## src/rtl/flag_branch_unit.sv

```systemverilog
// NZCV flag register and branch-condition evaluator driving the PC-select mux,
// plus a saturating taken-branch counter for performance reporting.
module flag_branch_unit #(
  parameter bit FORWARD = 1'b1,
  parameter int CNT_W   = 16
) (
  input  logic             clk,
  input  logic             reset,
  input  logic             stall,
  input  logic             alu_negative,
  input  logic             alu_zero,
  input  logic             alu_carry,
  input  logic             alu_overflow,
  input  logic             set_flags,
  input  logic [1:0]       branch_type,
  input  logic [3:0]       cond_sel,
  output logic [3:0]       flags_q,
  output logic             take_branch,
  output logic [CNT_W-1:0] taken_count
);

  localparam logic [1:0] BR_NONE   = 2'b00;
  localparam logic [1:0] BR_UNCOND = 2'b01;
  localparam logic [1:0] BR_CBZ    = 2'b10;
  localparam logic [1:0] BR_COND   = 2'b11;

  localparam logic [CNT_W-1:0] CNT_MAX = {CNT_W{1'b1}};
  localparam logic [CNT_W-1:0] CNT_ONE = {{(CNT_W-1){1'b0}}, 1'b1};

  logic [3:0] alu_flags;
  logic [3:0] eff_flags;
  logic       flag_n;
  logic       flag_z;
  logic       flag_c;
  logic       flag_v;
  logic       cond_met;

  assign alu_flags = {alu_negative, alu_zero, alu_carry, alu_overflow};

  // Forwarding lets a B.cond fused with a flag-setting op see the new flags.
  assign eff_flags = (FORWARD && set_flags) ? alu_flags : flags_q;
  assign {flag_n, flag_z, flag_c, flag_v} = eff_flags;

  always_comb begin
    cond_met = 1'b0;
    case (cond_sel)
      4'h0: cond_met = flag_z;
      4'h1: cond_met = !flag_z;
      4'h2: cond_met = flag_c;
      4'h3: cond_met = !flag_c;
      4'h4: cond_met = flag_n;
      4'h5: cond_met = !flag_n;
      4'h6: cond_met = flag_v;
      4'h7: cond_met = !flag_v;
      4'h8: cond_met = flag_c && !flag_z;
      4'h9: cond_met = !flag_c || flag_z;
      4'hA: cond_met = (flag_n == flag_v);
      4'hB: cond_met = (flag_n != flag_v);
      4'hC: cond_met = !flag_z && (flag_n == flag_v);
      4'hD: cond_met = flag_z || (flag_n != flag_v);
      default: cond_met = 1'b1;
    endcase
  end

  // CBZ looks only at the current operand's zero detect, never at flags_q.
  always_comb begin
    take_branch = 1'b0;
    case (branch_type)
      BR_NONE:   take_branch = 1'b0;
      BR_UNCOND: take_branch = 1'b1;
      BR_CBZ:    take_branch = alu_zero;
      BR_COND:   take_branch = cond_met;
      default:   take_branch = 1'b0;
    endcase
  end

  always_ff @(posedge clk or posedge reset) begin
    if (reset) begin
      flags_q <= 4'b0000;
    end else if (!stall && set_flags) begin
      flags_q <= alu_flags;
    end
  end

  always_ff @(posedge clk or posedge reset) begin
    if (reset) begin
      taken_count <= '0;
    end else if (!stall && take_branch && (taken_count != CNT_MAX)) begin
      taken_count <= taken_count + CNT_ONE;
    end
  end

endmodule

```

## config.mk

```make
export PLATFORM = sky130hd
export DESIGN_NAME = flag_branch_unit
export DESIGN_NICKNAME = d
export VERILOG_FILES = /design/src/rtl/flag_branch_unit.sv
export SDC_FILE = /design/constraint.sdc
export NUM_CORES = 1
export LEC_CHECK = 0
export ABC_AREA = 1
export BUFFER_PORTS_ARGS = -buffer_cell sky130_fd_sc_hd__buf_4
export CAP_MARGIN = 20
export CELL_PAD_IN_SITES_DETAIL_PLACEMENT = 0
export CELL_PAD_IN_SITES_GLOBAL_PLACEMENT = 1
export CORE_UTILIZATION = 39
export DETAILED_ROUTE_END_ITERATION = 7
export HOLD_SLACK_MARGIN = 0.03
export PLACE_DENSITY = 0.93
export SYNTH_ARGS = -nofsm -noshare
export SYNTH_HDL_FRONTEND = slang
export SYNTH_SLANG_ARGS = --single-unit
```

## constraint.sdc

```tcl
create_clock -name clk -period 4.7 [get_ports clk]
set_input_delay 0.235 -clock clk [delete_from_list [all_inputs] [get_ports clk]]
set_output_delay 0.235 -clock clk [all_outputs]
set_load 0.005 [all_outputs]
```

# Word-level counts from Yosys, hierarchy flattened
# Cells that the tools add are included.
# op_classes
addsub,1
n_mul,0
div,0
magnitude_cmp,0
n_eq_ne,19
shift,0
muxes,3
bitwise,0
reduce_logical,14
# op_table
op,n
"4-bit == test, second input constant",6
"16-bit by 1-bit adder with 16-bit output, second input constant",1
"4-bit by 3-bit == test with 1-bit output, second input constant",4
"16-bit != test, second input constant",1
1-bit one-hot mux with 14 select lines,1
"4-bit by 2-bit == test with 1-bit output, second input constant",2
1-bit logical AND,5
1-bit zero test,5
"2-bit == test, second input constant",2
"4-bit by 1-bit == test with 1-bit output, second input constant",1
4-bit zero test,1
4-bit 2-to-1 mux,1
1-bit one-hot mux with 4 select lines,1
"2-bit by 1-bit == test with 1-bit output, second input constant",1
2-bit zero test,1
1-bit logical OR,2
1-bit == test,1
1-bit != test,1
# word_totals
ff_bits,20
latchBits,0
mem_bits_rw,0
rom_bits,0
inputBits,14
word_cells,39
memories,0

# Depth between registers and ports, before layout
# logic_depth
word_depth,7
mapped_depth,16

# Least setup slack after synthesis
# No wires, ideal clock.
# synth_path
path_type,register to register
from,register taken_count[0]
to,register taken_count[5]
setup_time_ns,0.117
arrival_time_ns,1.514
required_ns,4.583
slack_ns,3.069
stages_incl_launch_ff,10
synth_period_minus_slack_ns,1.631
cell_sequence,dfrtp_1 ha_1 nand3_1 nor2_2 nand2_1 o21ai_1 inv_2 buf_2 nand4_1 nand2_1
# synth_via
elab_chain_cells,2
# synth_lines
element,line_no,text
from (decl),19,output logic [CNT_W-1:0] taken_count
from (signal assigned),89,taken_count <= taken_count + CNT_ONE;
"parallel branches: the longest is 2 deep, another holds 16-bit by 1-bit adder with 16-bit output",--,
# Several ways; the timed one is not identified.
# A chain may end at the register's enable or synchronous reset.

# Worst setup path in the final report
# layout_path
from,register taken_count[0]
to,register taken_count[2]
# The elaborated chain is that of the path after synthesis.

==> impl_metrics.json <==
{
  "status": "finished, final reports clean",
  "synth_fa_ha_area_frac": 0.00856,
  "hpwl_um": 2630,
  "drt_wl_total_um": 3490,
  "drtAntennaViolNets": 0,
  "synth-compound-area-share": 0.0291,
  "hold_viol": 0,
  "yosysTopAreaCellShare": 0.342,
  "io_buffers": 34,
  "synthArstFlopShare": 1.00,
  "fp-row-count": 21,
  "ys_ff_latch": 20,
  "post-cts-setup-buffers": 0,
  "dieArea_sq_um": 4000,
  "cts.sinks": 20,
  "post-route-min-period_ns": 1.87,
  "fillers": 385,
  "ys_types": 27,
  "p_int_uw": 372,
  "nNetsFinal": 253,
  "setup_viol": 0,
  "path_max_fanout": 17,
  "grt_usage": 0.189,
  "syn_nets": 220,
  "comb_power_share": 0.263,
  "antenna_cells": 0,
  "cts-root-buf": "clkbuf_8",
  "clkLatencyLatePin_ns": 0.26,
  "power.total_uw": 538,
  "place_congestion": 0.896,
  "maxSlewHeadroom": 0.492,
  "grt_antenna_before_repair": 0,
  "clockBufferDepth": 2,
  "layout_commonest_cell": "nand2_1",
  "r2r_setup_slack_ns": 2.83,
  "dr.pass1.iters": 4,
  "synthTopCellsByArea": "dfrtp_1, nand2_1, nand4_1",
  "rsz0062_at_grt": "false",
  "fmax_ghz": 0.536,
  "syn_inst": 205,
  "core_area_sq_um": 3470,
  "final_cell_mix": "nand2_1, buf_4, dfrtp_1",
  "start_util": 0.421,
  "worst_pin_slew_ns": 0.760,
  "slew_violations": 0,
  "synth-edff-count": 0,
  "ios": 35,
  "setup_ws_ns": 2.83,
  "routed_via_density": 5.04,
  "synth.mux.area_fraction": 0.0154,
  "synth_top_family_by_area": "simple AND/OR/NAND/NOR gates",
  "skew_ns": 0.00775,
  "peakVddDrop_uv": 142,
  "grt_max_degree": 21,
  "hp-class": "in -> async",
  "pre_cts_slack_ns": 2.86,
  "power.leakage_uw": 0.000939,
  "tns_ns": 0,
  "maxCapViolations": 0,
  "cts_made_buffers": 3,
  "areaGrowthSynthToFinish_pct": 23.4,
  "end_kind": "register",
  "p_switching_uw": 166,
  "cts_tree": "yes",
  "grt_pass1_vias": 1414,
  "postCtsHoldBufs": 0,
  "powerDensity_nw_per_um2": 298,
  "arrival_ns": 2.02,
  "synth_xor_area_frac": 0.0839,
  "critical_path_class": "reg -> reg",
  "r2r.worst_path.cells": 9,
  "start_kind": "register",
  "ys.flop_type": "dfrtp_1",
  "rr_endpoint": "taken_count[2]",
  "grt-ovfl-total": 0,
  "grt_pass1_wl_um": 6030,
  "die-width_um": 63.2,
  "yosysTopAreaCell": "dfrtp_1",
  "syn_area_sq_um": 1460,
  "clk_pin_slew_ns": 0.08,
  "first_iter_violations": 53,
  "switching_share": 0.309,
  "ys_seq_area_frac": 0.342,
  "drive_gt1_frac": 0.228,
  "r2r_start": "taken_count[0]",
  "cts_resized": 0,
  "h-tree-depth": 1,
  "route.detailed.drc": 0,
  "cp.required_ns": 4.86,
  "synth-simple-area-share": 0.436,
  "post_drt_wl_per_cell_um": 12.3,
  "clockPowerShare": 0.320,
  "p_seq_frac": 0.417,
  "syn_area_per_cell_sq_um": 7.13,
  "num_vias": 1426,
  "period_share": 0.397,
  "ys.warnings.count": 0,
  "die_h_um": 63.2
}
-- state kept, by name (all words and copies together) (netlist names) --
register / count
taken_count: 16
flags_q: 4
-- critical path, stage by stage, from the launching register on --
cell and delay (ns):
dfrtp_1 0.45, ha_1 0.27, nand3_1 0.17, nor2_2 0.07
nand2_1 0.06, o21ai_1 0.07, inv_2 0.25, nand3_4 0.23
nand2_1 0.13, nand2_1 0.05
-- cells in the mapped netlist (2+ instances only) --
library cell and number:
buf_2 4, buf_6 2, dfrtp_1 20, inv_1 18
inv_2 2, mux2_2 2, nand2_1 71, nand2_2 5
nand3_1 17, nand3_2 3, nand4_1 19, nor2_1 11
nor3_1 3, o21ai_0 2, o21ai_1 2, xnor2_1 5
xor2_1 9
-- layout make-up --
cell class	count	area, sq um	area share
Clock inverter	1	30.0	0.0167
Tap cell	46	57.6	0.0319
Sequential cell	20	500	0.278
Multi-Input combinational cell	158	837	0.464
Inverter	21	81.3	0.0451
Timing Repair Buffer	34	255	0.142
Clock buffer	3	41.3	0.0229
-- power groups by stage --
stage,clock (uW),sequential [uW],combinational [uW]
finish,172,224,142
global route,184,228,161
CTS,177,223,143
detailed placement,0,226,142
global placement,0,225,142
floorplan,0,221,84.3
-- layer usage --
| metal | wire, um | global-route usage | vias to the layer above |
|---|---|---|---|
| li1 | - | - | 732 |
| met1 | 1660 | 0.234 | 659 |
| met2 | 1650 | 0.331 | 28 |
| met3 | 120 | 0.0236 | 7 |
| met4 | 64 | 0.0767 | 0 |
| met5 | 0 | 0 | - |
-- cell families after synthesis --
family	after synthesis
flip-flops	20
AND/OR/NAND/NOR	134
multiplexers	2
adder cells (fa/ha/maj)	1
XOR/XNOR	14
buffers and inverters	27
AO/OA/AOI/OAI	7
-- how the worst max path moves through the flow --
stage	start	end	slack, ns	depth (start not counted)
detailed placement	taken_count[0]	taken_count[8]	2.86	9
finish	taken_count[0]	taken_count[2]	2.83	9
CTS	taken_count[0]	taken_count[12]	2.83	9
floorplan	taken_count[0]	taken_count[5]	3.07	9
global route	taken_count[0]	taken_count[12]	2.59	9
global placement	taken_count[0]	taken_count[6]	2.93	9
-- stage by stage --
| stage | hold slack [ns] | cell area, sq um | std cells | utilization |
|---|---|---|---|---|
| final | 0.106 | 1800 | 283 | 0.520 |
| after global routing | 0.180 | 1800 | 283 | 0.520 |
| after CTS | 0.132 | 1800 | 283 | 0.520 |
| after detailed placement | 0.429 | 1730 | 279 | 0.499 |
| after global placement | 0.426 | 1730 | 279 | 0.499 |
| after floorplan | 0.199 | 1460 | 205 | - |
(Power assumes the default switching activity.)
